File: src/rtl/serial_bcd_adder_pkg.sv
// Shared types and constants for the digit-serial BCD adder.
package serial_bcd_adder_pkg;

  localparam int unsigned DigitW = 4;
  localparam logic [4:0]  BcdTen = 5'd10;

  typedef enum logic [1:0] {
    StIdle = 2'd0,
    StAdd  = 2'd1,
    StDone = 2'd2
  } state_e;

  function automatic logic digit_invalid(input logic [DigitW-1:0] d);
    return d > 4'd9;
  endfunction

endpackage

File: src/rtl/serial_bcd_adder_if.sv
// Request/result bundle of the serial BCD adder.
interface serial_bcd_adder_if
  import serial_bcd_adder_pkg::*;
#(
  parameter int unsigned NDIG = 4
);
  logic                     start;
  logic [DigitW*NDIG-1:0]   a;
  logic [DigitW*NDIG-1:0]   b;
  logic                     cin;
  logic                     busy;
  logic                     done;
  logic [DigitW*NDIG-1:0]   sum;
  logic                     cout;
  logic                     err;

  modport master (
    output start, a, b, cin,
    input  busy, done, sum, cout, err
  );

  modport slave (
    input  start, a, b, cin,
    output busy, done, sum, cout, err
  );
endinterface

File: src/rtl/serial_bcd_adder_digit_add.sv
// One BCD digit add with decimal correction; non-BCD digits wrap, never saturate.
module bcd_digit_add
  import serial_bcd_adder_pkg::*;
(
  input  logic [DigitW-1:0] x,
  input  logic [DigitW-1:0] y,
  input  logic              ci,
  output logic [DigitW-1:0] s,
  output logic              co
);
  logic [4:0] f;
  logic [4:0] f_corr;

  always_comb begin
    f      = 5'(x) + 5'(y) + 5'(ci);
    f_corr = f - BcdTen;
    if (f >= BcdTen) begin
      s  = f_corr[DigitW-1:0];
      co = 1'b1;
    end else begin
      s  = f[DigitW-1:0];
      co = 1'b0;
    end
  end
endmodule

File: src/rtl/serial_bcd_adder.sv
// Digit-serial BCD adder: one digit per cycle, LSD first, through a single digit adder.
module serial_bcd_adder
  import serial_bcd_adder_pkg::*;
#(
  parameter int unsigned NDIG = 4
) (
  input  logic                clk,
  input  logic                rst_n,
  serial_bcd_adder_if.slave   bus
);
  localparam int unsigned W    = DigitW * NDIG;
  localparam int unsigned IdxW = (NDIG > 1) ? $clog2(NDIG) : 1;

  state_e            state_q, state_d;
  logic [W-1:0]      a_q, a_d, b_q, b_d, sum_q, sum_d;
  logic              c_q, c_d, cout_q, cout_d, err_q, err_d;
  logic [IdxW-1:0]   idx_q, idx_d;
  logic [DigitW-1:0] dig_s;
  logic              dig_c;
  logic              last_dig;
  logic              in_bad;
  logic [W+DigitW-1:0] sum_ext;

  bcd_digit_add u_digit (
    .x  (a_q[DigitW-1:0]),
    .y  (b_q[DigitW-1:0]),
    .ci (c_q),
    .s  (dig_s),
    .co (dig_c)
  );

  assign last_dig = (idx_q == IdxW'(NDIG - 1));

  always_comb begin
    state_d = state_q;
    case (state_q)
      StIdle:  if (bus.start) state_d = StAdd;
      StAdd:   if (last_dig) state_d = StDone;
      StDone:  state_d = StIdle;
      default: state_d = StIdle;
    endcase
  end

  always_comb begin
    in_bad = 1'b0;
    for (int i = 0; i < int'(NDIG); i++) begin
      in_bad = in_bad | digit_invalid(bus.a[i*DigitW +: DigitW])
                      | digit_invalid(bus.b[i*DigitW +: DigitW]);
    end
  end

  // Results shift in from the top so digit 0 lands in [3:0] after NDIG steps.
  always_comb begin
    a_d     = a_q;
    b_d     = b_q;
    c_d     = c_q;
    idx_d   = idx_q;
    sum_d   = sum_q;
    cout_d  = cout_q;
    err_d   = err_q;
    sum_ext = {dig_s, sum_q};
    if (state_q == StIdle && bus.start) begin
      a_d    = bus.a;
      b_d    = bus.b;
      c_d    = bus.cin;
      idx_d  = '0;
      sum_d  = '0;
      cout_d = 1'b0;
      err_d  = in_bad;
    end else if (state_q == StAdd) begin
      a_d   = a_q >> DigitW;
      b_d   = b_q >> DigitW;
      c_d   = dig_c;
      sum_d = sum_ext[W+DigitW-1:DigitW];
      if (last_dig) begin
        cout_d = dig_c;
      end else begin
        idx_d = idx_q + 1'b1;
      end
    end
  end

  always_ff @(posedge clk or negedge rst_n) begin
    if (!rst_n) begin
      state_q <= StIdle;
      a_q     <= '0;
      b_q     <= '0;
      c_q     <= 1'b0;
      idx_q   <= '0;
      sum_q   <= '0;
      cout_q  <= 1'b0;
      err_q   <= 1'b0;
    end else begin
      state_q <= state_d;
      a_q     <= a_d;
      b_q     <= b_d;
      c_q     <= c_d;
      idx_q   <= idx_d;
      sum_q   <= sum_d;
      cout_q  <= cout_d;
      err_q   <= err_d;
    end
  end

  assign bus.busy = (state_q == StAdd);
  assign bus.done = (state_q == StDone);
  assign bus.sum  = sum_q;
  assign bus.cout = cout_q;
  assign bus.err  = err_q;
endmodule

File: src/flat_wrapper.sv
// flat-port wrapper written by rule: the top's interface ports become plain ports
module serial_bcd_adder_flat import serial_bcd_adder_pkg::*;
#(
  parameter int unsigned NDIG = 4
)
  (clk, rst_n, bus_start, bus_a, bus_b, bus_cin, bus_busy, bus_done, bus_sum, bus_cout, bus_err);
  serial_bcd_adder_if #(.NDIG(NDIG)) bus_i ();
  input  logic clk;
  input  logic rst_n;
  input wire logic [$bits(bus_i.start)-1:0] bus_start;
  input wire logic [$bits(bus_i.a)-1:0] bus_a;
  input wire logic [$bits(bus_i.b)-1:0] bus_b;
  input wire logic [$bits(bus_i.cin)-1:0] bus_cin;
  output wire logic [$bits(bus_i.busy)-1:0] bus_busy;
  output wire logic [$bits(bus_i.done)-1:0] bus_done;
  output wire logic [$bits(bus_i.sum)-1:0] bus_sum;
  output wire logic [$bits(bus_i.cout)-1:0] bus_cout;
  output wire logic [$bits(bus_i.err)-1:0] bus_err;
  assign bus_i.start = bus_start;
  assign bus_i.a = bus_a;
  assign bus_i.b = bus_b;
  assign bus_i.cin = bus_cin;
  assign bus_busy = bus_i.busy;
  assign bus_done = bus_i.done;
  assign bus_sum = bus_i.sum;
  assign bus_cout = bus_i.cout;
  assign bus_err = bus_i.err;
  serial_bcd_adder #(.NDIG(NDIG)) u_core (.clk(clk), .rst_n(rst_n), .bus(bus_i));
endmodule
File: config.mk
export PLATFORM = sky130hd
export DESIGN_NAME = serial_bcd_adder_flat
export DESIGN_NICKNAME = d
export VERILOG_FILES = /design/src/rtl/serial_bcd_adder_pkg.sv /design/src/rtl/serial_bcd_adder_if.sv /design/src/rtl/serial_bcd_adder_digit_add.sv /design/src/rtl/serial_bcd_adder.sv /design/src/flat_wrapper.sv
export SDC_FILE = /design/constraint.sdc
export NUM_CORES = 1
export LEC_CHECK = 0
export ABC_CLOCK_PERIOD_IN_PS = 3300
export BUFFER_PORTS_ARGS = -buffer_cell sky130_fd_sc_hd__buf_2
export CAP_MARGIN = 15
export CORE_ASPECT_RATIO = 1.5
export CORE_MARGIN = 1
export CORE_UTILIZATION = 30
export DETAILED_ROUTE_END_ITERATION = 10
export PLACE_DENSITY = 0.53
export SLEW_MARGIN = 20
export SYNTH_ARGS = -nofsm -noshare
export SYNTH_HDL_FRONTEND = slang
export SYNTH_SLANG_ARGS = --single-unit
File: constraint.sdc
create_clock -name clk -period 3.3 [get_ports clk]
set_clock_uncertainty 0.05 [all_clocks]
set_input_delay 0.825 -clock clk [delete_from_list [all_inputs] [get_ports clk]]
set_output_delay 0.825 -clock clk [all_outputs]
set_load 0.03 [all_outputs]
==> results of run 1 <==
through the flow:
stage	util, %	area (sq um)
2_1_floorplan	-	2550
3_3_place_gp	35.9	2910
3_5_place_dp	35.9	2910
4_1_cts	37.9	3070
5_1_grt	37.9	3070
6_report	37.9	3070
final cells by class:
cell class | count | share of cell area, %
Multi-Input combinational cell | 195 | 35.0
Inverter | 5 | 0.611
Timing Repair Buffer | 60 | 10.2
Tap cell | 105 | 4.28
Sequential cell | 55 | 44.8
Clock buffer | 8 | 5.09
sequential cells by signal, indices dropped and copies added, names as in the netlist:
| name | flops |
|---|---|
| u_core.bus.cout | 1 |
| u_core.state_q | 2 |
| u_core.c_q | 1 |
| u_core.a_q | 16 |
| u_core.b_q | 16 |
| u_core.idx_q | 2 |
| u_core.bus.err | 1 |
| u_core.bus.sum | 16 |
worst paths after layout:
kind | depth (start not counted) | start | end
worst max-delay path | 9 | u_core.c_q | u_core.bus.sum[14]
worst min-delay path | 1 | rst_n | u_core.bus.sum[2]
worst max register to register | 9 | u_core.c_q | u_core.bus.sum[14]
worst min register to register | 2 | u_core.bus.err | u_core.bus.err
max in group asynchronous | 2 | rst_n | u_core.bus.sum[4]
min in group clk | 2 | u_core.bus.err | u_core.bus.err
cell usage in the layout (no fill, tap or decap), drive strengths merged:
cell type	count
a211o	1
a211oi	1
a21o	1
a21oi	5
a22o	2
a22oi	25
a31oi	2
a32oi	1
and2	2
buf	60
clkbuf	8
dfrtp	55
fa	2
ha	5
inv	5
mux2	2
nand2	93
nand2b	2
nand3	10
nand3b	1
nand4	3
nor2	7
nor2b	1
o21ai	25
o221ai	1
xnor2	1
xor2	2
synth_stat cells (all sizes together) (3+ instances only):
cell type,count
nand2,93
dfrtp,55
a22oi,25
o21ai,25
buf,10
nand3,10
clkbuf,7
nor2,7
a21oi,5
ha,5
inv,5
nand4,3
power by group through the flow:
stage	Combinational, mW	Clock [mW]	Sequential [mW]
2_1_floorplan	1.30	0	1.32
6_report	1.85	0.552	1.16
3_3_place_gp	1.82	0	1.16
4_1_cts	1.88	0.574	1.16
3_5_place_dp	1.88	0	1.17
5_1_grt	2.08	0.592	1.20
worst max-delay path, stage by stage, from the launching register on:
cell and delay, ns:
sky130_fd_sc_hd__dfrtp_1 0.40, sky130_fd_sc_hd__fa_1 0.46, sky130_fd_sc_hd__fa_1 0.43, sky130_fd_sc_hd__xor2_1 0.19
sky130_fd_sc_hd__inv_1 0.09, sky130_fd_sc_hd__ha_1 0.29, sky130_fd_sc_hd__o221ai_2 0.16, sky130_fd_sc_hd__a31oi_4 0.21
sky130_fd_sc_hd__mux2_4 0.32, sky130_fd_sc_hd__o21ai_2 0.11
cells by family after synthesis:
| kind of cell | count (synthesis) | share of synthesized area [%] |
|---|---|---|
| compound gates | 64 | 17.0 |
| xor+xnor | 3 | 1.03 |
| fa+ha+maj | 7 | 4.02 |
| buf+inv | 22 | 3.88 |
| flops | 55 | 54.0 |
| mux | 2 | 1.03 |
| simple gates | 119 | 19.0 |
metal layers:
metal | GRT usage [%] | vias to the layer above
met5 | 0 | -
met4 | 4.78 | 0
met3 | 2.62 | 6
met2 | 26.5 | 49
met1 | 17.6 | 1010
li1 | - | 1022
==> reports/summary.md, run 1 <==
The flow ran to the end, and the final reports show no timing, DRC or antenna violations. For the highest attainable clock frequency, the log shows 0.359 GHz. The run gives 0 as the number of max-cap violations. After detailed routing, the average wire length per cell comes to 14.2 um. Setup repair after global routing left no endpoint under its margin.

Global routing finished with a remaining overflow of 0. The worst-skew pair later-pin latency was 0.29 ns; the number of nets in the synthesized netlist was 315. The cell at the root of the clock tree was sky130_fd_sc_hd__clkbuf_16. Row generation in the floorplan step produced 40 rows.

From left edge to right edge, the die measures 77.3 um. Once detailed placement completed, the half-perimeter wirelength came to 4.22 mm. The run gives 1.56 nW as the static power due to leakage. The run gives 2.00 mW as the internal portion of total power. The count of cells in the finished layout, fillers not included, comes to 428. The uppermost layer routed is met4. After clock tree synthesis, the clock-pin slew on the worst setup and hold paths is 0.07 ns.

At the pin with the least slew margin, the transition time is 1.01 ns. The number of warnings issued by yosys was 0. By startpoint and endpoint, the worst setup path is classified as reg2reg. Across every metal layer, demand over resource in global routing totals 14.7%. After detailed routing, the wire length on met1 is 2.64 mm. The min-delay analysis places its worst path in the category in2async. The via count of the routed design came out at 2,087. In this run the vertical extent of the chip is 115 um.

After synthesis, the largest area contributor takes up 54.0% of total cell area. The core region is 8110 sq um. TritonCTS built the clock tree.

The area growth from synthesis to layout is 20.4%. After detailed routing, the number of vias per cell comes to 4.88. For the quantity of hold-fixing buffers added after cts, the log shows 0. Number of enable-type register cells in the synthesized netlist: 0.

The sum of routed wire length over all layers came out at 6.06 mm. The tools report the max-slew headroom at the worst pin as 32.3%. The logs give 272 for the gate count after technology mapping and 15.5% for the clock share of power. Net switching fraction of the power: 43.8%. The setup violation total in the final timing report is 0, and the total CTS buffers is 5.

Power spread over the standard cell area amounts to 1160 nW/um^2. The net switching power figure is 1.56 mW. The portion of total power attributed to combinational logic was 52.0%. The endpoint type of the worst setup path is a register.

Synthesis inferred 55 register bits. Counting every sink on the clock net gives 55. Starting density of the core: 31.5%.

The count of buffers added on input and output ports is 55. The count of endpoints failing hold in the final timing report was 0. The worst setup path is launched from a register.

Of all nets on the critical path, the largest fanout is 6. The number of placed instances, taps included, is 420. The sequential share of the synthesized area was 54.0%; the setup TNS was 0 ns.

Across all register-to-register paths, the minimum setup slack is 0.52 ns. The number of nets in the layout was 365. Number of remaining DRC errors: 0.

The shortest period the worst path allows came out at 2.78 ns. Dominant register cell in the synthesized netlist: sky130_fd_sc_hd__dfrtp_1. The post-synthesis instance area is 2550 sq um, and the routed length on met3 is 209 um. Before CTS, the worst setup slack after placement is 0.519 ns. The run gives 3.56 mW as the overall power consumption.

In this run the count of I/O pins placed on the die edge is 56. The pre-antenna-repair detailed-routing pass consisted of 4 iterations. After layout, the worst setup slack is 0.518 ns. After layout, the worst path uses 84.3% of the clock period. The sequential group share of total power came out at 32.5%. In the final layout, the multi-input gates occupy 1070 sq um. Sorting the synthesized cells by area gives the leading types as sky130_fd_sc_hd__dfrtp_1, sky130_fd_sc_hd__nand2_1, sky130_fd_sc_hd__a22oi_1, sky130_fd_sc_hd__o21ai_0, sky130_fd_sc_hd__ha_1. In this run, distinct cell masters in the synthesized netlist total 35.

The routability congestion estimate was 0.710. For the pin count of the biggest net entering global routing, the log shows 50. Number of global-route vias before repair: 2,119. In this run the number of H-tree levels came out at 2. The number of buffers inserted by post-CTS setup repair was 0. The proportion of layout cells with a drive suffix above 1 was 22.6%. STA puts the critical path data required time at 3.47 ns. The first global-routing pass estimated 10.3 mm of wire. The number of buffers on the longest clock path was 2; the worst hold slack was 0.332 ns. The number of gates resized after CTS was 0. Number of filler cells placed in the layout: 873. The die covers 8880 sq um.

The initial antenna violation count was 0. The per-instance average area after synthesis is 9.37 sq um, and the maximum vdd ir drop is 0.447 mV. The logs give 3.13 mm for the routed wire length on met2 and 1380 sq um for the area occupied by registers. For the worst setup path, the data arrival time is 2.95 ns. The synthesized design spends more area on one cell type than any other, namely sky130_fd_sc_hd__dfrtp_1. The count of pins over their slew limit is 0, and the violation count after the first detailed-routing iteration is 63. Async set-or-reset flop fraction in the synthesized netlist: 100%.

The antenna diode count is 0. Once detail routing completed, the nets flagged for antenna violations numbered 0.
Power figures use the tool's default switching activity.
==> run 2: changes to the inputs <==
--- a/config.mk
+++ b/config.mk
@@ -5,14 +5,14 @@
 export SDC_FILE = /design/constraint.sdc
 export NUM_CORES = 1
 export LEC_CHECK = 0
-export ABC_CLOCK_PERIOD_IN_PS = 3300
+export ABC_CLOCK_PERIOD_IN_PS = 2300
 export BUFFER_PORTS_ARGS = -buffer_cell sky130_fd_sc_hd__buf_2
 export CAP_MARGIN = 15
 export CORE_ASPECT_RATIO = 1.5
 export CORE_MARGIN = 1
 export CORE_UTILIZATION = 30
 export DETAILED_ROUTE_END_ITERATION = 10
-export PLACE_DENSITY = 0.53
+export PLACE_DENSITY = 0.55
 export SLEW_MARGIN = 20
 export SYNTH_ARGS = -nofsm -noshare
 export SYNTH_HDL_FRONTEND = slang
==> constraint.sdc (replaced) <==
create_clock -name clk -period 2.3 [get_ports clk]
set_clock_uncertainty 0.05 [all_clocks]
set_input_delay 0.575 -clock clk [delete_from_list [all_inputs] [get_ports clk]]
set_output_delay 0.575 -clock clk [all_outputs]
set_load 0.03 [all_outputs]
==> run 2 against run 1 <==
Compared with the run above: the flow now finishes with violations (setup timing); design area is 2.9% higher; via count is 0.67% higher; worst setup slack worse by 0.65 ns; hold slack worse by 0.13 ns; maximum frequency is 15% higher; combinational power is 73% higher; largest power group unchanged; count of clock-buffer cells in the layout is 2 lower.
==> reports/summary.md, run 2 (same netlist as run 1, synthesis figures left out) <==
The flow ran to the end, but the final reports show violations. The checks that failed: setup timing. For the number of global-route vias before repair, the log shows 2,134 (+0.71%). In this run the worst hold path is classified as in2async. For the number of clock sinks seen by CTS, the log shows 55 (unchanged).

For the antenna diode count, the log shows 0 (unchanged). The count of H-tree levels built during CTS was 2 (unchanged). Worst hold slack: 0.197 ns (-0.135 ns).

The quantity of hold-fixing buffers added after cts came out at 0 (unchanged). The post-detailed-placement half-perimeter wirelength is 4.30 mm (+1.8%), and the setup violation total in the final timing report is 4 (+4). The cell at the root of the clock tree was sky130_fd_sc_hd__clkbuf_16. The post-layout worst setup margin is -0.128 ns (-0.646 ns).

Critical path data required time: 2.47 ns (-1.00 ns). In the layout the commonest cells are sky130_fd_sc_hd__nand2_1, sky130_fd_sc_hd__buf_2, sky130_fd_sc_hd__dfrtp_1. The slew at the pin closest to its max-slew limit works out to 0.553 ns (-0.462 ns).

Kind of critical path: reg2reg. The cell row count was 40 (unchanged). The number of I/O port buffers works out to 55 (unchanged). The maximum fanout count along the critical path came out at 3 (-3). For the full die area, the log shows 8880 sq um (unchanged).

The total power density per cell area was 1760 nW/um^2 (+52%); the number of cells traversed by the worst register-to-register path was 9 (unchanged). The final routed wire length divided by cell count was 14.1 um (-0.76%). The logs give 63.1% (+31 points) for the max-slew headroom at the worst pin and 4 (unchanged) for the number of optimization iterations in the first detailed-route pass.

STA classifies the critical path endpoint as a register. The logs give 37 (-26%) for the pin count of the biggest net entering global routing and 0 (unchanged) for the initial antenna violation count. For the via count of the routed design, the log shows 2,101 (+0.67%). The all-layer global routing usage is 14.6% (-0.14 points). Shortest period the worst path allows: 2.43 ns (-0.354 ns).

The run gives 0 (unchanged) as the count of endpoints failing hold in the final timing report. The run gives 2 (unchanged) as the number of buffers on the longest clock path. Relative to the synthesized area, the layout overhead comes to 23.9%. The overall power consumption is 5.56 mW (+56%), and the proportion of layout cells with a drive suffix above 1 is 26.1% (+3.5 points).

The logs give 0 (unchanged) for the number of max-cap violations and 0 (unchanged) for the count of pins over their slew limit. The overall overflow remaining after global route came out at 0 (unchanged). The width of the chip works out to 77.3 um (unchanged). For the starting density of the core, the log shows 31.5% (unchanged). The number of nets in the layout was 373 (+2.2%).

The element type at the critical path start was a register. Static power due to leakage: 1.58 nW (+1.9%). The worst-skew pair later-pin latency is 0.29 ns (about the same), and the highest attainable clock frequency is 0.412 GHz (+15%).

The number of remaining DRC errors is 0 (unchanged). The tools report the maximum vdd ir drop as 0.708 mV (+58%). For the number of nets with antenna violations after detailed routing, the log shows 0 (unchanged).

Setup repair after global routing could not meet its margin everywhere. The global-route wire length before repair came out at 10.2 mm (-0.60%). TritonCTS built the clock tree.

For the critical path data arrival time, the log shows 2.59 ns (-0.36 ns). The total CTS buffers is 5 (unchanged), and the placeable core area is 8110 sq um (unchanged). The sum of routed wire length over all layers was 6.10 mm (+0.63%); the via-per-instance ratio was 4.84 (-0.72%). The logs give 56 (unchanged) for the I/O pin count and -0.151 ns (-0.671 ns) for the worst setup timing slack at the placement stage.

The routability congestion estimate is 0.820 (+15%). The floorplan die height is 115 um (unchanged). Leaving out fill and tap cells, the most frequent cell in the layout is sky130_fd_sc_hd__nand2_1. The clock-pin slew of the registers on the worst-case setup and hold paths is 0.06 ns (about the same), and the violation count after the first detailed-routing iteration is 115 (+83%). Final worst-path cycle share: 106% (+21 points).
==> run 2: cell count changes in the layout (fill, tap and decap cells not counted), sizes merged <==
cell / before / now
clkbuf: 8 / 6
buf: 60 / 68
==> run 2: stage by stage <==
stage,utilization (%),instances,instance area [sq um],setup TNS (ns)
6_report,39.0,434,3160,-0.319
3_3_place_gp,36.9,426,2990,-0.186
2_1_floorplan,-,272,2570,-0.120
5_1_grt,39.0,434,3160,-0.879
4_1_cts,38.6,433,3130,-0.483
3_5_place_dp,36.9,426,2990,-0.395
==> run 2: critical path, stage by stage (launching register included) <==
cell,delay [ns]
sky130_fd_sc_hd__dfrtp_1,0.40
sky130_fd_sc_hd__fa_2,0.41
sky130_fd_sc_hd__fa_2,0.40
sky130_fd_sc_hd__xor2_2,0.18
sky130_fd_sc_hd__inv_2,0.09
sky130_fd_sc_hd__ha_4,0.16
sky130_fd_sc_hd__o221ai_4,0.10
sky130_fd_sc_hd__a31oi_4,0.16
sky130_fd_sc_hd__mux2_4,0.32
sky130_fd_sc_hd__o21ai_2,0.10
==> run 2: layout make-up <==
| cell class | count | area (sq um) |
|---|---|---|
| sequential | 55 | 1380 |
| timing repair buffer | 68 | 385 |
| multi-input combinational | 195 | 1120 |
| tap | 105 | 131 |
| clock buffer | 6 | 129 |
| inverter | 5 | 18.8 |
| fill | 853 | 4950 |
==> run 2: report_power, final <==
group | switching (mW) | internal, mW
sequential | 0.260 | 1.41
combinational | 1.84 | 1.36
clock | 0.308 | 0.392
total | 2.41 | 3.16
==> run 2: worst paths after layout <==
| kind | to | start | slack, ns |
|---|---|---|---|
| worst max-delay path | u_core.bus.sum[14] | u_core.c_q | -0.13 |
| worst min-delay path | u_core.state_q[0] | rst_n | 0.20 |
| worst max register to register | u_core.bus.sum[14] | u_core.c_q | -0.13 |
| worst min register to register | u_core.a_q[6] | u_core.a_q[6] | 0.43 |
| max in group asynchronous | u_core.b_q[1] | rst_n | 1.44 |
| min in group clk | u_core.a_q[6] | u_core.a_q[6] | 0.43 |
==> run 2: what timing repair did <==
action                                  4_1_cts  5_1_grt
resized for setup                             2        3
buffers inserted                              1        1
pin swaps                                     4        2
endpoints found under the setup margin        5        5
==> run 2: routing by layer <==
layer  vias up  global-route usage (%)  wire, um
met5         -                       0         0
met4         0                    3.77        53
met1      1013                    17.6      2600
met2        44                    26.4      3220
li1       1039                       -         -
met3         5                    2.86       224
==> run 3: changes to the inputs <==
--- a/config.mk
+++ b/config.mk
@@ -10,9 +10,9 @@
 export CAP_MARGIN = 15
 export CORE_ASPECT_RATIO = 1.5
 export CORE_MARGIN = 1
-export CORE_UTILIZATION = 30
+export CORE_UTILIZATION = 48
 export DETAILED_ROUTE_END_ITERATION = 10
-export PLACE_DENSITY = 0.55
+export PLACE_DENSITY = 0.79
 export SLEW_MARGIN = 20
 export SYNTH_ARGS = -nofsm -noshare
 export SYNTH_HDL_FRONTEND = slang
==> run 3 against run 2 <==
Compared with the run above: the run still ends with setup timing left; register-to-register slack got worse by 0.03 ns; first-iteration DRC count decreased by 6.1%; non-clock buffer count increased by 3; core utilization increased by 21 points; design area decreased by 3.1%; worst setup slack got worse by 0.029 ns; power decreased by 5.5%; critical path type unchanged; critical endpoint unchanged; highest routed layer unchanged.
==> reports/summary.md, run 3 (same netlist as run 1, synthesis figures left out) <==
The logs give 0 (unchanged) for the quantity of hold-fixing buffers added after cts and 9.3% (-3.3 points) for the clock share of power. The checks that failed: setup timing. The width of the chip was 61.5 um (-20%); the number of I/O port buffers was 55 (unchanged). The count of H-tree levels built during CTS is 2 (unchanged). Leaving out fill and tap cells, the most frequent cell in the layout is sky130_fd_sc_hd__nand2_1. All-layer global routing usage: 21.6% (+7.1 points). Placeable core area: 5120 sq um (-37%).

The tools report the total CTS buffers as 5 (unchanged). The final worst-path cycle share came out at 107% (+1.3 points). The tools report the antenna diode count as 0 (unchanged).

Number of nets in the layout: 376 (+0.80%). TritonCTS built the clock tree. The logs give 1.57 nW (-0.69%) for the static power due to leakage and 477 (-44%) for the number of filler cells placed in the layout.

The tools report the register-to-register setup slack as -0.16 ns (-0.03 ns). The initial antenna violation count is 0 (unchanged), and the sequential group share of total power is 31.5% (+1.5 points). The shortest period the worst path allows was 2.46 ns (+0.0290 ns); the total power density per cell area was 1720 nW/um^2 (-2.5%). The maximum fanout count along the critical path was 3 (unchanged). The tools report the launching element of the worst setup path as u_core.c_q. The number of remaining DRC errors came out at 0 (unchanged).

Setup repair after global routing could not meet its margin everywhere. For the routability congestion estimate, the log shows 0.855 (+4.4%). Class of the tightest hold or removal check: in2async. The clock-pin slew of the registers on the worst-case setup and hold paths was 0.09 ns (+0.03 ns). Overall overflow remaining after global route: 0 (unchanged).

The slew at the pin closest to its max-slew limit was 0.528 ns (-0.0242 ns); the sum of routed wire length over all layers was 5.44 mm (-11%). The portion of total power attributed to combinational logic is 59.3% (+1.9 points), and the floorplan die height is 91.3 um (-21%). The tools report the pin count of the biggest net entering global routing as 34 (-8.1%). Net switching power figure: 2.31 mW (-4.1%). The tools report the endpoint type of the worst setup path as a register. Net switching fraction of the power: 43.9% (+0.64 points).

The tools report the final core utilization as 59.7% (+21 points). The number of nets with antenna violations after detailed routing was 0 (unchanged). The tree is rooted in a sky130_fd_sc_hd__clkbuf_8. The critical path is of the reg2reg type. Critical path data arrival time: 2.64 ns (+0.05 ns). The via-per-instance ratio works out to 5.30 (+9.5%). The count of pins over their slew limit is 0 (unchanged), and the maximum vdd ir drop is 0.707 mV (-0.13%). For the number of clock sinks seen by CTS, the log shows 55 (unchanged).

The critical path data required time came out at 2.48 ns (about the same). The max-slew headroom at the worst pin was 64.8% (+1.7 points); the count of endpoints failing hold in the final timing report was 0 (unchanged). The post-layout worst setup margin was -0.157 ns (-0.0290 ns).

For the highest attainable clock frequency, the log shows 0.407 GHz (-1.2%). The logs give 56 (unchanged) for the I/O pin count and 2 (unchanged) for the number of buffers on the longest clock path. The final routed wire length divided by cell count was 13.6 um (-3.1%); the number of optimization iterations in the first detailed-route pass was 4 (unchanged). The worst-skew pair later-pin latency came out at 0.30 ns (about the same). Element type at the critical path start: a register.

Capture point of the worst reg-to-reg path: u_core.bus.sum[14]. The logs give -0.162 ns (-0.0109 ns) for the worst setup timing slack at the placement stage and 2,120 (+0.90%) for the via count of the routed design. The number of cells traversed by the worst register-to-register path is 9 (unchanged). The flow ran to the end, but the final reports show violations. In this run the critical register-to-register path is launched from u_core.c_q.

Global-route wire length before repair: 9.15 mm (-11%). The proportion of layout cells with a drive suffix above 1 was 26.2% (+0.065 points); the post-detailed-placement half-perimeter wirelength was 3.93 mm (-8.6%). Internal portion of total power: 2.95 mW (-6.6%).

In the layout the commonest cells are sky130_fd_sc_hd__nand2_1, sky130_fd_sc_hd__buf_2, sky130_fd_sc_hd__dfrtp_1. The full die area is 5610 sq um (-37%), and the setup TNS is -0.378 ns (-0.0588 ns). The logs give 5 (+1) for the setup violation total in the final timing report and 2,062 (-3.4%) for the number of global-route vias before repair. For the number of max-cap violations, the log shows 0 (unchanged).

The area growth from synthesis to layout is 20.1%. The capture point of the worst path was u_core.bus.sum[14]. The starting density of the core was 49.8% (+18 points). The overall power consumption is 5.26 mW (-5.5%), and the violation count after the first detailed-routing iteration is 108 (-6.1%). The cell row count was 32 (-20%).
[run 3: repair_timing]
item | 4_1_cts | 5_1_grt
gates resized for setup | 1 | 1
setup endpoints to repair | 5 | 5
pin swaps | 1 | 0
buffers inserted | 1 | 2
[run 3: how the worst min path moves through the flow]
stage                                    to           start  slack, ns  cells after the start
after floorplan               u_core.a_q[0]           rst_n       0.23                      0
after CTS                 u_core.state_q[0]           rst_n       0.21                      1
after global routing      u_core.state_q[0]           rst_n       0.22                      1
final                     u_core.bus.sum[2]           rst_n       0.19                      1
after global placement       u_core.bus.err  u_core.bus.err       0.40                      2
after detailed placement     u_core.bus.err  u_core.bus.err       0.40                      2
[run 3: area by class of cell]
class	count	area (sq um)	area share, %
tap	68	85.1	2.78
timing repair buffer	71	408	13.3
inverter	5	18.8	0.613
multi-input combinational	195	1100	36.0
sequential	55	1380	45.0
clock buffer	6	72.6	2.37
[run 3: critical path, cell delays in order (launching register included)]
cell and delay [ns]:
sky130_fd_sc_hd__dfrtp_1 0.41, sky130_fd_sc_hd__fa_2 0.41, sky130_fd_sc_hd__fa_2 0.37, sky130_fd_sc_hd__xor2_1 0.16, sky130_fd_sc_hd__inv_1 0.12, sky130_fd_sc_hd__ha_4 0.16, sky130_fd_sc_hd__o221ai_2 0.10, sky130_fd_sc_hd__a31oi_4 0.17
sky130_fd_sc_hd__mux2_4 0.33, sky130_fd_sc_hd__o21ai_2 0.10
[run 3: power groups by stage]
stage	Sequential, mW	Combinational (mW)	Clock [mW]
floorplan	1.89	1.95	0
global placement	1.66	2.88	0
detailed placement	1.68	2.98	0
CTS	1.66	3.05	0.504
global route	1.72	3.46	0.540
finish	1.65	3.12	0.487
[run 3: per-layer routing]
layer  global-route usage [%]  share of wire (%)  up-vias
li1                         -                  -     1043
met1                     26.1                 41     1014
met2                     37.8                 53       58
met3                     3.99                4.4        5
met4                     5.93                1.2        0
met5                        0                  0        -
[run 3: metrics by stage]
step,instance area (sq um),instances,hold WS [ns]
floorplan,2570,272,0.229
global placement,2960,391,0.398
detailed placement,2960,391,0.401
CTS,3040,398,0.207
global route,3060,400,0.222
finish,3060,400,0.192
